**src/rtl/rl7_line_decoder.sv**
```systemverilog
// rl7_line_decoder
// Expands CD-i RL7 run-length coded display lines into one byte per pixel.
// The input side is a pixelstream sink (byte stream from the display file
// decoder) and the output side is a one-entry pixelstream source feeding the
// CLUT/pixel pipeline. With rle_enable low at line_start every input byte
// becomes exactly one pixel (CLUT8/DYUV bypass).
//
// Command bytes in RL7 mode:
//   0ccccccc          -> one pixel of colour c
//   1ccccccc nnnnnnnn -> run of colour c, n pixels (n = 0: to end of line)
// Runs are clamped to the pixels left on the line, so position never passes
// line_width; once it gets there the decoder parks in DONE until the next
// line_start, leaving any unread bytes in the upstream FIFO.
module rl7_line_decoder #(
    parameter int unit_index = 0,
    parameter int CNT_W      = 10
) (
    input  logic             clk,
    input  logic             reset_n,
    input  logic             line_start,
    input  logic [CNT_W-1:0] line_width,
    input  logic             rle_enable,
    input  logic             in_write,
    input  logic [7:0]       in_pixel,
    output logic             in_strobe,
    output logic             out_write,
    output logic [7:0]       out_pixel,
    input  logic             out_strobe,
    output logic             line_done
);

    localparam logic [CNT_W-1:0] CNT_ZERO = {CNT_W{1'b0}};
    localparam logic [CNT_W-1:0] CNT_ONE  = {{(CNT_W-1){1'b0}}, 1'b1};

    typedef enum logic [2:0] {
        ST_IDLE = 3'd0,
        ST_CMD  = 3'd1,
        ST_LEN  = 3'd2,
        ST_RUN  = 3'd3,
        ST_BYP  = 3'd4,
        ST_DONE = 3'd5
    } state_t;

    // Plane index only tags debug output; only planes A (0) and B (1) exist,
    // and nothing in the datapath depends on it.
    if ((unit_index < 0) || (unit_index > 1)) begin : g_unit_index_unexpected
    end

    // Run length for a length byte: 0 means "rest of the line", anything
    // else is clamped to the pixels still missing from the line.
    function automatic logic [CNT_W-1:0] clamp_run(
        input logic [7:0]       len_byte,
        input logic [CNT_W-1:0] remaining
    );
        logic [CNT_W-1:0] len_ext;
        len_ext = CNT_W'(len_byte);
        if (len_byte == 8'd0) begin
            clamp_run = remaining;
        end else if (len_ext > remaining) begin
            clamp_run = remaining;
        end else begin
            clamp_run = len_ext;
        end
    endfunction

    // Registered state
    state_t           state_r;
    logic [CNT_W-1:0] width_r;
    logic [CNT_W-1:0] position_r;
    logic [CNT_W-1:0] run_r;
    logic [6:0]       colour_r;
    logic             out_write_r;
    logic [7:0]       out_pixel_r;
    logic             line_done_r;

    // Combinational helpers
    logic             slot_free_s;
    logic             room_s;
    logic [CNT_W-1:0] remaining_s;
    logic [CNT_W-1:0] position_inc_s;
    logic             accept_s;
    logic             emit_s;
    logic [7:0]       emit_pixel_s;
    state_t           state_nxt_s;
    logic [CNT_W-1:0] run_nxt_s;
    logic [6:0]       colour_nxt_s;
    logic [CNT_W-1:0] run_len_s;

    // Handshake: a byte is taken only when the output slot can absorb its
    // pixel, the line still has room and no new line is being started.
    always_comb begin
        slot_free_s    = !out_write_r || out_strobe;
        room_s         = (position_r < width_r);
        remaining_s    = width_r - position_r;
        position_inc_s = position_r + CNT_ONE;
        if ((state_r == ST_CMD) || (state_r == ST_LEN) || (state_r == ST_BYP)) begin
            accept_s = in_write && slot_free_s && room_s && !line_start;
        end else begin
            accept_s = 1'b0;
        end
    end

    assign in_strobe = accept_s;

    // Decode: what pixel (if any) is loaded this cycle and where the FSM goes.
    always_comb begin
        emit_s       = 1'b0;
        emit_pixel_s = 8'h00;
        state_nxt_s  = state_r;
        run_nxt_s    = run_r;
        colour_nxt_s = colour_r;
        run_len_s    = clamp_run(in_pixel, remaining_s);
        case (state_r)
            ST_CMD: begin
                if (accept_s && in_pixel[7]) begin
                    colour_nxt_s = in_pixel[6:0];
                    state_nxt_s  = ST_LEN;
                end else if (accept_s) begin
                    emit_s       = 1'b1;
                    emit_pixel_s = {1'b0, in_pixel[6:0]};
                end else begin
                    state_nxt_s  = ST_CMD;
                end
            end
            ST_LEN: begin
                if (accept_s) begin
                    emit_s       = 1'b1;
                    emit_pixel_s = {1'b0, colour_r};
                    if (run_len_s > CNT_ONE) begin
                        state_nxt_s = ST_RUN;
                        run_nxt_s   = run_len_s - CNT_ONE;
                    end else begin
                        state_nxt_s = ST_CMD;
                        run_nxt_s   = CNT_ZERO;
                    end
                end else begin
                    state_nxt_s = ST_LEN;
                end
            end
            ST_RUN: begin
                // run_r counts the pixels of the run still to be emitted
                if (run_r == CNT_ZERO) begin
                    state_nxt_s = ST_CMD;
                end else if (slot_free_s && room_s) begin
                    emit_s       = 1'b1;
                    emit_pixel_s = {1'b0, colour_r};
                    run_nxt_s    = run_r - CNT_ONE;
                    if (run_r == CNT_ONE) begin
                        state_nxt_s = ST_CMD;
                    end else begin
                        state_nxt_s = ST_RUN;
                    end
                end else begin
                    state_nxt_s = ST_RUN;
                end
            end
            ST_BYP: begin
                if (accept_s) begin
                    emit_s       = 1'b1;
                    emit_pixel_s = in_pixel;
                end else begin
                    state_nxt_s  = ST_BYP;
                end
            end
            ST_IDLE: begin
                state_nxt_s = ST_IDLE;
            end
            ST_DONE: begin
                state_nxt_s = ST_DONE;
            end
            default: begin
                state_nxt_s = ST_IDLE;
            end
        endcase
        // The pixel that fills the line ends it, truncating any pending run.
        if (emit_s && (position_inc_s == width_r)) begin
            state_nxt_s = ST_DONE;
            run_nxt_s   = CNT_ZERO;
        end else begin
            run_nxt_s   = run_nxt_s;
        end
    end

    // FSM, position/run counters and the one-entry output register.
    always_ff @(posedge clk or negedge reset_n) begin
        if (!reset_n) begin
            state_r     <= ST_IDLE;
            width_r     <= CNT_ZERO;
            position_r  <= CNT_ZERO;
            run_r       <= CNT_ZERO;
            colour_r    <= 7'h00;
            out_write_r <= 1'b0;
            out_pixel_r <= 8'h00;
            line_done_r <= 1'b1;
        end else if (line_start) begin
            width_r     <= line_width;
            position_r  <= CNT_ZERO;
            run_r       <= CNT_ZERO;
            out_write_r <= 1'b0;
            out_pixel_r <= 8'h00;
            line_done_r <= 1'b0;
            state_r     <= rle_enable ? ST_CMD : ST_BYP;
        end else begin
            state_r  <= state_nxt_s;
            run_r    <= run_nxt_s;
            colour_r <= colour_nxt_s;
            if (emit_s) begin
                out_write_r <= 1'b1;
                out_pixel_r <= emit_pixel_s;
                position_r  <= position_inc_s;
            end else if (out_strobe) begin
                out_write_r <= 1'b0;
            end
            // Line is finished once the last pixel has left the output slot.
            if ((state_r == ST_DONE) && slot_free_s) begin
                line_done_r <= 1'b1;
            end
        end
    end

    assign out_write = out_write_r;
    assign out_pixel = out_pixel_r;
    assign line_done = line_done_r;

endmodule

```
**config.mk**
```make
export PLATFORM = sky130hd
export DESIGN_NAME = rl7_line_decoder
export DESIGN_NICKNAME = d
export VERILOG_FILES = /design/src/rtl/rl7_line_decoder.sv
export SDC_FILE = /design/constraint.sdc
export NUM_CORES = 1
export LEC_CHECK = 0
export BUFFER_PORTS_ARGS = -buffer_cell sky130_fd_sc_hd__buf_2
export CORE_ASPECT_RATIO = 1.25
export CORE_MARGIN = 5
export CORE_UTILIZATION = 65
export DETAILED_ROUTE_END_ITERATION = 8
export GPL_TIMING_DRIVEN = 0
export PLACE_DENSITY = 0.88
export SYNTH_ARGS = -nofsm -noshare
export SYNTH_HDL_FRONTEND = slang
export SYNTH_SLANG_ARGS = --single-unit
```
**constraint.sdc**
```tcl
create_clock -name clk -period 12.4 [get_ports clk]
set_input_delay 3.72 -clock clk [delete_from_list [all_inputs] [get_ports clk]]
set_output_delay 3.72 -clock clk [all_outputs]
set_load 0.01 [all_outputs]
```
; ---- Word level (Yosys, flattened, before mapping)
; Cells that the tools add are included.
[word_totals]
latch_bits = 0
word_cells = 93
reg_bits = 50
input_bits = 24
mem_count = 0
mem_bits_ro = 0
ramBits = 0
[classes]
shifts = 0
magnitude_cmp = 3
add_sub_neg = 4
n_eq_ne = 12
n_div = 0
bitwise_logic = 1
n_mux = 43
n_reduce_logical = 22
multipliers = 0
[op_table]
columns = cell, n
row1 = 10-bit two-way mux, 10
row2 = 7-bit two-way mux, 5
row3 = 8-bit case mux with 4 select lines, 1
row4 = 3-bit two-way mux, 9
row5 = 8-bit two-way mux, 3
row6 = 10-bit case mux with 2 select lines, 1
row7 = "10-bit by 1-bit subtractor with 10-bit output, second input constant", 2
row8 = 3-bit case mux with 5 select lines, 1
row9 = "10-bit by 1-bit adder with 10-bit output, second input constant", 1
row10 = "10-bit by 1-bit == test with 1-bit output, second input constant", 1
row11 = 10-bit == test, 1
row12 = "10-bit by 1-bit > comparator with 1-bit output, second input constant", 1
row13 = 8-bit by 10-bit > comparator with 1-bit output, 1
row14 = 10-bit logical NOT, 1
row15 = 10-bit less-than comparator, 1
row16 = 1-bit two-way mux, 10
row17 = 10-bit subtractor, 1
row18 = 8-bit logical NOT, 1
row19 = "4-bit by 3-bit inequality test with 1-bit output, second input constant", 2
row20 = "4-bit inequality test, second input constant", 2
row21 = 1-bit logical AND, 7
row22 = "3-bit by 2-bit == test with 1-bit output, second input constant", 2
row23 = "3-bit == test, second input constant", 2
row24 = "5-bit by 3-bit inequality test with 1-bit output, second input constant", 1
row25 = 13 further kinds, 18

; ---- Longest topological paths before layout
[depth]
word_depth = 12
mapped_depth = 25
depth_no_buf = 25

; ---- Worst setup path before layout
; No wires, ideal clock.
[synth_timing]
kind = in2out
from = input port line_start
to = output port in_strobe
path_stages = 5
arrival_ns = 4.436
path_buffers = 1
required_ns = 8.680
path_slack_ns = 4.244
cell_sequence = clkbuf_8 nor2b_1 o21a_1 o311ai_1 inv_1
[synth_via]
elab_chain_len = 3
[synth_rtl]
columns = item, line_no
row1 = start: declaration, 20  ; input logic line_start,
row2 = 1-bit logical NOT, 97  ; accept_s = in_write && slot_free_s && room_s && !line_start;
row3 = 1-bit logical AND, 97
row4 = 1-bit two-way mux, 96  ; if ((state_r == ST_CMD) || (state_r == ST_LEN) || (state_r == ST_BYP)) begin
row5 = end: declaration, 25  ; output logic in_strobe,
; No other way between the ends.

; ---- Worst setup path in the final report
; Same ends and word-level chain as after synthesis.

==> summary.md <==
| Metric | Value |
|---|---|
| Syn-to-layout area delta | 8.43% |
| Worst-path clk slew | ~80 ps |
| Predominant post-synthesis flop cell | dfrtp_1 |
| Core area | 6210 sq um |
| Int Power | 277 uW |
| Hold Crit Class | reg2reg |
| DR iter-0 viols | 257 |
| Hold buffer count at cts | 0 |
| Pleak | 1.87 nW |
| Largest net degree at the start of global routing | 51 |
| Sequential share of power | 42.5% |
| Total of max-cap violations | 0 |
| Synth Warn # | 0 |
| Drt drc | 0 |
| I/O pins | 35 |
| Clk root buf | clkbuf_8 |
| NetSw | 154 uW |
| Worst-case reg-to-reg path depth | 23 |
| Register bit total from synthesis | 50 |
| Clk_lat worst skew | 310 ps |
| Crit-path slowest cell | nor2b_1 |
| Tot GR Track Use | between 20% and 30% |
| Max H-tree Level | 2 |
| Vias in the first global route | 3924 |
| Via density | 6.48 |
| Share of cells above drive strength 1 | between 10% and 20% |
| Required @ worst endpoint | a little under 9000 ps |
| RSZ-0062 raised after global routing | no |
| Setup tns final | 0 ps |
| Mean routed wirelength per cell | 17.9 microns |
| Die ar. | ~8200 sq um |
| Final-layout fill cell count | between 400 and 500 |
| Total Wirelength | 11000 microns |
| Normalized max-slew margin | 25.7% |
| Number of setup buffers added after CTS | 0 |
| Tightest Pin Transition | around 1100 ps |
| Final setup viols | 0 |
| Worst setup path end | in_strobe |
| Multi-input logic area | 2700 sq um |
| Comb pwr share | 35.5% |
| Syn avg cell area | between 8 and 9 sq um |
| Outcome | complete, no violations |
| Critical path endpoint category | output pin |
| Post-Syn Area | 4190 sq um |
| Sw Ratio | 35.7% |
| Top cell type's share of synthesized area | between 20% and 30% |
| Clock Skews | about 14 ps |
| Rows | 32 |
| Initial antenna violation count | 0 |
| Pwr dens | 95.0 nW/um^2 |
| Clock network power share | 22.1% |
| CP startpoint | line_start |
| Chip width | 81.8 microns |
| CTS resizes | 0 |
| CTS tree | built |
| Die H | ~100 microns |
| Top cells by area, synth | dfrtp_1 29%, ha_1 6.6%, a21oi_1 4.8% |
| Detailed-router iteration count before antenna repair | 5 |
| Crit path max fanout | 10 |
| Post-synthesis net count | 539 |
| Crit Reg-Reg Startpoint | position_r[0] |
| Crit Path Class | in2out |
| ANT cells | 0 |
| Post-route antenna net violation count | 0 |
| CP startpoint kind | primary input |
| R2r setup slk | 6940 ps |
| Vias | 4001 |
| WP data arrival | between 4000 and 5000 ps |
| Num CTS Buffers | 5 |
| Synth area leader | dfrtp_1 |
| CP max stage delay | 250 ps |
| Clk sink count | 50 |
| Starting Density | 67.5% |
| Total gr overflow | 0 |
| EDFF count, synth | 0 |
| Cells after Synth | ~490 |
| Final nets | 578 |
| Post-synth ARST share | 100% |
| Clock Tree Buf Depth | 2 |
| Netlist cell types | 78 |
| Worst reg2reg endpoint | run_r[6] |
| Crit path cell chain | clkbuf_8, nor2b_1, o21a_1, o311ai_1, inv_1, buf_2 |
| Final hold vios | 0 |
| First-pass GRT wire length | 18400 microns |
| Finished Core Util | 73.1% |
| Fmax | 0.117 GHz |
| Register area share after synthesis | 29.9% |
| Placer Congestion | 0.979 |
| Port Buf Inserts | 32 |
| Fin crit share | 68.7% |
| Detailed Place HPWL | 8520 microns |
| Final min period | 8510 ps |
| Fin. max-slew vios | 0 |
| Peak VDD IR | slightly above 0.00008 V |
| Register area | approximately 1300 sq um |
## Yosys cell counts, drive strengths merged (6+ instances only)
library cell,instances
dfrtp,49
nor2,45
a21oi,41
o21ai,40
nand2,39
inv,26
ha,22
nor3,21
xnor2,19
mux2,16
nand3,15
clkbuf,11
o31ai,11
xor2,10
a22oi,9
buf,8
a211oi,7
or3,7
nand2b,6
nor2b,6
## logic make-up (layout without fill, tap and decap cells)
kind of cell | after synthesis | in the layout | synth area share [%]
AO/OA/AOI/OAI | 151 | 151 | 24.7
XOR/XNOR | 29 | 29 | 6.25
adder cells (fa/ha/maj) | 25 | 25 | 7.59
buffers and inverters | 45 | 85 | 5.56
flip-flops | 50 | 50 | 29.9
multiplexers | 18 | 18 | 4.78
AND/OR/NAND/NOR | 174 | 174 | 21.2
## layer usage
metal	routed length, microns	vias up	part of all wire [%]	GRT usage [%]
li1	-	1884	-	-
met1	4330	1927	39	34.0
met2	5770	160	52	50.0
met3	515	30	4.7	4.17
met4	406	0	3.7	12.0
met5	0	-	0	0
## final cells by class
cell class | instances | share of cell area, %
Sequential cell | 50 | 27.6
Tap cell | 85 | 2.34
Clock buffer | 6 | 1.60
Timing Repair Buffer | 32 | 3.53
Clock inverter | 2 | 0.303
Buffer | 19 | 2.98
Multi-Input combinational cell | 397 | 59.5
Inverter | 26 | 2.15
## worst max-delay path, delay by kind of cell
kind	cells	cell delay, ps
and+or+nand+nor	1	250
buffers and inverters	3	400
AOI/OAI and AO/OA	2	410
## through the flow
step	hold WS [ps]	total power [mW]	worst slack, ps	instance area [sq um]	cells
6_report	519	0.431	3890	4540	617
5_1_grt	540	0.458	3880	4540	617
4_1_cts	517	0.431	3920	4540	617
3_5_place_dp	496	0.336	3960	4450	609
3_3_place_gp	489	0.332	3980	4450	609
2_1_floorplan	481	0.297	4240	4190	492
## power by group through the flow
stage	Combinational, mW	Clock [mW]	Sequential (mW)
floorplan	0.113	0	0.184
global placement	0.146	0	0.185
detailed placement	0.150	0	0.186
CTS	0.151	0.0974	0.183
global route	0.169	0.105	0.185
finish	0.153	0.0951	0.183
## worst min path at each step
stage | from | end | slack, ps | cells past startpoint
finish | colour_r[6] | colour_r[6] | 520 | 1
global route | colour_r[4] | colour_r[4] | 540 | 1
CTS | colour_r[5] | colour_r[5] | 520 | 1
detailed placement | colour_r[5] | colour_r[5] | 500 | 1
global placement | colour_r[5] | colour_r[5] | 490 | 1
floorplan | colour_r[0] | colour_r[0] | 480 | 1
## sequential cells by signal, indices dropped and copies added (netlist names)
register	flops
position_r	10
line_done	1
width_r	10
run_r	10
out_write	1
colour_r	7
out_pixel	8
state_r	3
## cell usage in the layout, fill, tap and decap left out, types with 4 or more instances in the layout
cell type	n
mux2_2	16
nor2b_1	6
o21ai_0	38
nor3_1	21
nand2_1	39
a21oi_1	40
dfrtp_1	49
nand3_1	15
nor3b_1	4
nand2b_1	6
inv_1	26
and3_1	4
buf_6	5
nand4_1	5
xor2_1	9
ha_1	22
clkbuf_8	6
clkbuf_1	11
buf_2	33
or3_1	7
xnor2_1	19
a22oi_1	9
o31ai_1	11
a31oi_1	4
nor2_1	44
(Power assumes the default switching activity.)
